<file path="src/rtl/output_grant_arbiter_if.sv">
// Request/grant bundle between the input selectors and one output's grant stage.
// The master side raises requests and accepts; the slave side (the arbiter) grants.
interface output_grant_arbiter_if #(
    parameter int N = 24,
    parameter int P = 8
);
    localparam int QW = (P > 1) ? $clog2(P) : 1;

    logic [P*N-1:0] i_request;
    logic           i_accept;
    logic [N-1:0]   o_grant;
    logic           o_grant_valid;
    logic [QW-1:0]  o_grant_prio;
    logic           o_output_idle;

    modport master (
        output i_request, i_accept,
        input  o_grant, o_grant_valid, o_grant_prio, o_output_idle
    );

    modport slave (
        input  i_request, i_accept,
        output o_grant, o_grant_valid, o_grant_prio, o_output_idle
    );
endinterface

</file>
<file path="src/rtl/output_grant_arbiter.sv">
// Output-side grant stage of a flattened-priority iSLIP scheduler: strict priority
// across levels, round-robin within a level, output held busy for one cell per accept.
module output_grant_arbiter #(
    parameter int N           = 24,
    parameter int P           = 8,
    parameter int CELL_CYCLES = 4
) (
    input  logic                   i_clk,
    input  logic                   i_rst_n,
    output_grant_arbiter_if.slave  arb
);
    localparam int PW = (N > 1) ? $clog2(N) : 1;
    localparam int QW = (P > 1) ? $clog2(P) : 1;
    localparam int CW = $clog2(CELL_CYCLES + 1);

    typedef enum logic [1:0] {IDLE, GRANT, XFER} state_t;

    state_t        state;
    state_t        state_nxt;
    logic [PW-1:0] ptr [P];
    logic [CW-1:0] cnt;
    logic [PW-1:0] g;
    logic [QW-1:0] q;

    logic [QW-1:0] arb_q;
    logic [PW-1:0] arb_g;
    logic          arb_hit;
    logic          arb_found;
    logic [N-1:0]  lvl_req;
    int            idx;

    // Highest requesting level wins outright; within it, scan circularly from its pointer.
    always_comb begin
        arb_q     = '0;
        arb_hit   = 1'b0;
        arb_g     = '0;
        arb_found = 1'b0;
        idx       = 0;
        for (int p = 0; p < P; p++) begin
            if (|arb.i_request[p*N +: N]) begin
                arb_q   = QW'(p);
                arb_hit = 1'b1;
            end
        end
        lvl_req = arb.i_request[int'(arb_q)*N +: N];
        for (int k = 0; k < N; k++) begin
            idx = int'(ptr[arb_q]) + k;
            if (idx >= N) idx = idx - N;
            if (!arb_found && lvl_req[idx]) begin
                arb_g     = PW'(idx);
                arb_found = 1'b1;
            end
        end
    end

    always_comb begin
        state_nxt = state;
        unique case (state)
            IDLE:    if (arb_hit) state_nxt = GRANT;
            GRANT:   state_nxt = arb.i_accept ? XFER : IDLE;
            XFER:    if (cnt == '0) state_nxt = IDLE;
            default: state_nxt = IDLE;
        endcase
    end

    // Outputs decode registered state only, so they follow reset immediately.
    always_comb begin
        arb.o_grant       = '0;
        arb.o_grant_valid = 1'b0;
        arb.o_grant_prio  = '0;
        arb.o_output_idle = (state == IDLE);
        if (state == GRANT) begin
            arb.o_grant[g]    = 1'b1;
            arb.o_grant_valid = 1'b1;
            arb.o_grant_prio  = q;
        end
    end

    always_ff @(posedge i_clk or negedge i_rst_n) begin
        if (!i_rst_n) begin
            state <= IDLE;
            cnt   <= '0;
            g     <= '0;
            q     <= '0;
            for (int p = 0; p < P; p++) ptr[p] <= '0;
        end else begin
            state <= state_nxt;
            unique case (state)
                IDLE: begin
                    if (arb_hit) begin
                        g <= arb_g;
                        q <= arb_q;
                    end
                end
                GRANT: begin
                    // Only the granted level's pointer advances, and only on accept.
                    if (arb.i_accept) begin
                        ptr[q] <= (int'(g) == N - 1) ? '0 : g + 1'b1;
                        cnt    <= CW'(CELL_CYCLES - 1);
                    end
                end
                XFER: begin
                    if (cnt != '0) cnt <= cnt - 1'b1;
                end
                default: ;
            endcase
        end
    end
endmodule

</file>
<file path="src/flat_wrapper.sv">
// flat-port wrapper written by rule: the top's interface ports become plain ports
module output_grant_arbiter_flat 
#(
    parameter int N           = 24,
    parameter int P           = 8,
    parameter int CELL_CYCLES = 4
)
  (i_clk, i_rst_n, arb_i_request, arb_i_accept, arb_o_grant, arb_o_grant_valid, arb_o_grant_prio, arb_o_output_idle);
  output_grant_arbiter_if #(.N(N), .P(P)) arb_i ();
  input  logic i_clk;
  input  logic i_rst_n;
  input wire logic [$bits(arb_i.i_request)-1:0] arb_i_request;
  input wire logic [$bits(arb_i.i_accept)-1:0] arb_i_accept;
  output wire logic [$bits(arb_i.o_grant)-1:0] arb_o_grant;
  output wire logic [$bits(arb_i.o_grant_valid)-1:0] arb_o_grant_valid;
  output wire logic [$bits(arb_i.o_grant_prio)-1:0] arb_o_grant_prio;
  output wire logic [$bits(arb_i.o_output_idle)-1:0] arb_o_output_idle;
  assign arb_i.i_request = arb_i_request;
  assign arb_i.i_accept = arb_i_accept;
  assign arb_o_grant = arb_i.o_grant;
  assign arb_o_grant_valid = arb_i.o_grant_valid;
  assign arb_o_grant_prio = arb_i.o_grant_prio;
  assign arb_o_output_idle = arb_i.o_output_idle;
  output_grant_arbiter #(.N(N), .P(P), .CELL_CYCLES(CELL_CYCLES)) u_core (.i_clk(i_clk), .i_rst_n(i_rst_n), .arb(arb_i));
endmodule
</file>
<file path="config.mk">
export PLATFORM = sky130hd
export DESIGN_NAME = output_grant_arbiter_flat
export DESIGN_NICKNAME = d
export VERILOG_FILES = /design/src/rtl/output_grant_arbiter_if.sv /design/src/rtl/output_grant_arbiter.sv /design/src/flat_wrapper.sv
export SDC_FILE = /design/constraint.sdc
export NUM_CORES = 1
export LEC_CHECK = 0
export CORE_MARGIN = 4
export CORE_UTILIZATION = 27
export CTS_CLUSTER_SIZE = 8
export DETAILED_ROUTE_END_ITERATION = 16
export GPL_ROUTABILITY_DRIVEN = 0
export PLACE_DENSITY = 0.48
export SLEW_MARGIN = 20
export SYNTH_ARGS = -nofsm -noshare
export SYNTH_HDL_FRONTEND = slang
export SYNTH_SLANG_ARGS = --single-unit
export TNS_END_PERCENT = 100
</file>
<file path="constraint.sdc">
create_clock -name i_clk -period 15.45 [get_ports i_clk]
set_input_delay 2.3175 -clock i_clk [delete_from_list [all_inputs] [get_ports i_clk]]
set_output_delay 2.3175 -clock i_clk [all_outputs]
set_load 0.02 [all_outputs]
</file>
## Yosys cells after proc, flatten, opt, wreduce, memory -nomap -nowiden

Cells that the tools add are included.

| storage, ports and cells | value |
|---|---|
| register bits after elaboration | 53 |
| input bits | 195 |

| operators by class | value |
|---|---|
| $add $sub $neg | 49 |
| $mul | 1 |
| $lt $le $gt $ge | 53 |
| equality and inequality tests | 7 |
| shift operators | 1 |
| muxes and demuxes | 177 |
| bitwise gates (word level) | 2 |
| reductions and logical operators | 64 |

Operators by type and width:

| operator | count |
|---|---|
| $lt 32x7->1 const B | 24 |
| $mux 32 | 24 |
| $ge 32x6->1 const B | 23 |
| $sub 32x6->32 const B | 23 |
| $reduce_or 24->1 | 8 |
| $shiftx 192x32->24 | 1 |
| $mux 5 | 28 |
| $bmux 1 s5 | 24 |
| $mux 1 | 82 |
| $add 5x4->6 const B | 8 |
| $add 5x5->6 const B | 8 |
| $bwmux 40 | 1 |
| $mux 3 | 9 |
| $logic_and 1x1->1 | 25 |
| $add 5x3->6 const B | 4 |
| $mux 24 | 1 |
| $logic_not 1->1 | 23 |
| $bmux 5 s3 | 1 |
| $demux 5 s3 | 1 |
| $add 5x2->6 const B | 2 |
| $ge 4x4->1 const B | 2 |
| $not 3->4 | 2 |
| $add 5x1->6 const B | 1 |
| $lt 5x6->1 const B | 1 |
| other kinds (22) | 28 |

## Depth between registers and ports, before layout

| depth | value |
|---|---|
| depth after elaboration | 87 |
| mapped depth | 32 |
| depth with buffers taken out | 27 |

## Least setup slack after synthesis

Ideal clock, no wire load.

| path | value |
|---|---|
| kind | input-to-reg |
| start | input port arb_i_request[132] |
| end | register u_core.g[0] |
| arrival time | 8.869 ns |
| data required time | 15.355 ns |
| path slack | 6.485 ns |
| stages on the path | 28 |
| path through | nor4_1 > nand4_1 > or4_1 > buf_2 > o21ai_2 > a211oi_1 > a311oi_1 > or2_1 > buf_4 > clkbuf_1 > ha_1 > inv_1 > nor3_1 > xnor2_2 > inv_1 > ha_1 > inv_1 > o221ai_1 > a22o_1 > mux2_2 > mux2_2 > nor4_4 > nand2_1 > or4_1 > nor2_1 > nor4b_1 > and4_1 > o31ai_1 |

| between the ends | value |
|---|---|
| cells in the longest elaborated chain, start to end | 83 |
| elaborated cells on any way between the ends | 274 |
| classes of those cells | 47 x add/sub; 1 x mul; 24 x order compare; 1 x shift; 152 x mux; 1 x bitwise; 48 x reduce/logical |

Ends and longest elaborated chain:

| item | line | RTL |
|---|---|---|
| start, declared | flat_wrapper.sv:12 | `input wire logic [$bits(arb_i.i_request)-1:0] arb_i_request;` |
| branches (longest 83 deep; another with $sub 32x6->32) | - |  |
| end signal, assigned | output_grant_arbiter.sv:91 | `g <= arb_g;` |
| end, declared | output_grant_arbiter.sv:22 | `logic [PW-1:0] g;` |

Several ways; the timed one is not identified. The select of a mux whose other input is x is not followed.
A chain may end at the register's enable or synchronous reset.

## Worst setup path after layout

| path | value |
|---|---|
| start | input port arb_i_request[86] |
| end | register u_core.g[4] |

| between the ends | value |
|---|---|
| cells in the longest elaborated chain, start to end | 85 |
| elaborated cells on any way between the ends | 278 |
| classes of those cells | 47 x add/sub; 1 x mul; 24 x order compare; 1 x shift; 156 x mux; 1 x bitwise; 48 x reduce/logical |

Ends and longest elaborated chain:

| item |
|---|
| branches (longest 85 deep; another with $sub 32x6->32) |

Several ways; the timed one is not identified. The select of a mux whose other input is x is not followed.

==> impl_metrics.ini <==
[critical_path]
crit_type = primary input to flop
end_kind = flop
reg2reg_depth = 18
start_kind = primary input
worstPathMaxFanout = 24
cp_data_required_time_ns = 15.61
cp.arrival_ns = 12.54

[final_layout]
final_common_cell = clkdlybuf4s50_1
fillCellCount = 4066
area_growth_pct = 27.3
ff_latch_area_um2 = 1330
fin_cells = 2115
nNetsFinal = 1844
multi_input_area_um2 = 8610
drive_above_1_share_pct = 8.23
mostFrequentLayoutCells = clkdlybuf4s50_1 (222), nor2_1 (149), nand2_1 (131), o21ai_0 (93), a21oi_1 (81)
fin_util_pct = 35.1

[placement]
dp_slack_ns = 3.23
placedCellCount = 2106
hpwl_um = 46700
io_buffer_count = 223

[clocking]
cts_tree = done
ctsHoldBuffers = 0
cts_resized = 0
root_buffer = clkbuf_16
cts_inserted_buffers = 5
clk_pin_slew_ns = 0.08
postCtsSetupBuffers = 0
insertion_delay_ns = 0.30
clock_path_buffers = 2
cts_max_level = 2
cts_sinks = 53

[sta]
fin_ws_ns = 3.07
worst_pin_slew_ns = 1.29
min_period_over_period_pct = 80.2
max_clock_freq_mhz = 80.7
drv_slew = 0
hold_violations = 0
finalCriticalPeriod_ns = 12.38
fin_skew_ns = 0.0145
rsz0062_at_grt = false
setup-tns-final_ns = 0
relSlewSlack_pct = 13.5
finalSetupViolCount = 0

[floorplanning]
boundaryPins = 224
fp.dieW_um = 205
start_util_pct = 27.6
core_area_um2 = 37900
die-area_um2 = 42000
die_height_um = 205
rows = 71

[detailed_routing]
wl_met2_um = 25800
met1_length_um = 24800
dr.pass1.iters = 7
met3_length_um = 4960
drt_iter0_markers = 1799
top_layer = met4
ant_nets = 0
drt-total-wl_um = 57600
wl_per_cell_um = 27.2
route.detailed.drc = 0
via_per_inst = 6.27
vias = 13300

[synthesis]
synth_ff_type = dfrtp_1
synth_top_area_share_pct = 12.7
synthDistinctLibCells = 96
synth-edff-count = 0
syn_area_per_cell_um2 = 7.28
synth.largest_area_cell = dfrtp_1
synth_seq_cells = 53
ys_warn_count = 0
syn_area_um2 = 10500
syn-num-nets = 1679
postSynthCellCount = 1437
yosys-top-cells-area = dfrtp_1 (13%), ha_1 (5.6%), nor2_1 (5.4%)
synth_async_sr_flop_share_pct = 100
yosysSeqAreaShare_pct = 12.7

[power]
fin_total_pwr_mw = 3.65
p_per_area_nw_per_um2 = 274
p_leak_nw = 4.87
peakVddDrop_mv = 0.124

[outcome]
status = completed

[job]
max_cap_viol_count = 0

[global_route]
grt_max_degree = 67
grtUsageTotal_pct = 26.1
grt_antenna_before_repair = 1
grt_pass1_vias = 12400
grt-ovfl-total = 0
grt_pass1_wl_um = 83400

[worst_hold_path]
min_path_cells = 2
hold_class = flop to flop
-- cell families (layout without fill, tap and decap cells) --
logic type               Yosys count  in the layout  synth area share [%]
AND/OR/NAND/NOR                  590            590                  28.9
AO/OA/AOI/OAI                    487            487                  32.8
buffers and inverters            138            304                  5.48
multiplexers                     103            103                  12.5
flip-flops                        53             53                  12.7
adder cells (fa/ha/maj)           47             47                  5.62
XOR/XNOR                          19             19                  1.91
other                              0              1                     0
-- report_power, final --
group / switching, mW / internal [mW]
combinational: 2.20 / 1.14
clock: 0.0555 / 0.0622
sequential: 0.0349 / 0.165
-- critical path, cell delays in order --
cell and delay (ns):
clkdlybuf4s50_1 0.43, nor4_1 0.74, nand4_1 0.39, or4_1 0.89
o2111a_1 0.37, a211oi_1 0.27, a311o_1 0.50, nand2_1 0.63
inv_2 0.68, ha_1 0.70, clkinv_1 0.60, o221ai_1 0.49
nor3_1 0.10, a21oi_1 0.52, mux2i_1 0.40, o21bai_1 0.22
or4_1 0.57, nor4_4 0.64, nand4_1 0.44, or3_1 0.42
o21ai_0 0.09, a31oi_1 0.07
-- routing by layer --
layer,up-vias,global-route usage (%)
met5,-,0
met4,0,7.59
met3,133,4.43
met2,769,41.5
met1,6400,36.3
li1,5963,-
-- per-stage QoR --
step | cell area (um^2) | hold WS [ns]
3_5_place_dp | 13200 | 0.470
2_1_floorplan | 10500 | 0.446
3_3_place_gp | 13200 | 0.463
4_1_cts | 13300 | 0.488
6_report | 13300 | 0.484
5_1_grt | 13300 | 0.510
-- cell type report --
type	instances	area share (%)
multi-input combinational	1246	64.6
clock inverter	3	0.216
timing repair buffer	245	18.0
inverter	51	1.48
antenna	1	0.0188
tap	511	4.80
sequential	53	9.96
clock buffer	5	0.940
-- Yosys cell counts (all sizes together) (18+ instances only) --
master,instances
nand3,65
nor2,151
a21oi,81
dfrtp,53
clkbuf,53
nor3,32
nand4,18
mux4,19
a211oi,54
o21ai,100
xnor2,19
nand2,133
nor4,74
or3,20
buf,34
a221oi,33
mux2,34
ha,47
inv,46
a31oi,33
and2,24
mux2i,50
-- final timing paths --
check,from,end,slack (ns)
max,arb_i_request[86],u_core.g[4]$_DFFE_PN0P_,3.07
min,u_core.ptr[26]$_DFFE_PN0P_,u_core.ptr[26]$_DFFE_PN0P_,0.48
max reg2reg,u_core.ptr[33]$_DFFE_PN0P_,u_core.g[4]$_DFFE_PN0P_,7.35
min reg2reg,u_core.ptr[26]$_DFFE_PN0P_,u_core.ptr[26]$_DFFE_PN0P_,0.48
max in group asynchronous,i_rst_n,u_core.ptr[30]$_DFFE_PN0P_,12.84
min in group asynchronous,i_rst_n,u_core.ptr[34]$_DFFE_PN0P_,2.15
-- state kept, by name (all words and copies together), names as in the netlist --
| signal | count |
|---|---|
| u_core.cnt | 3 |
| u_core.g | 5 |
| u_core.ptr | 40 |
| u_core.q | 3 |
| u_core.state | 2 |
No activity file was read; power rests on OpenSTA's default activity.
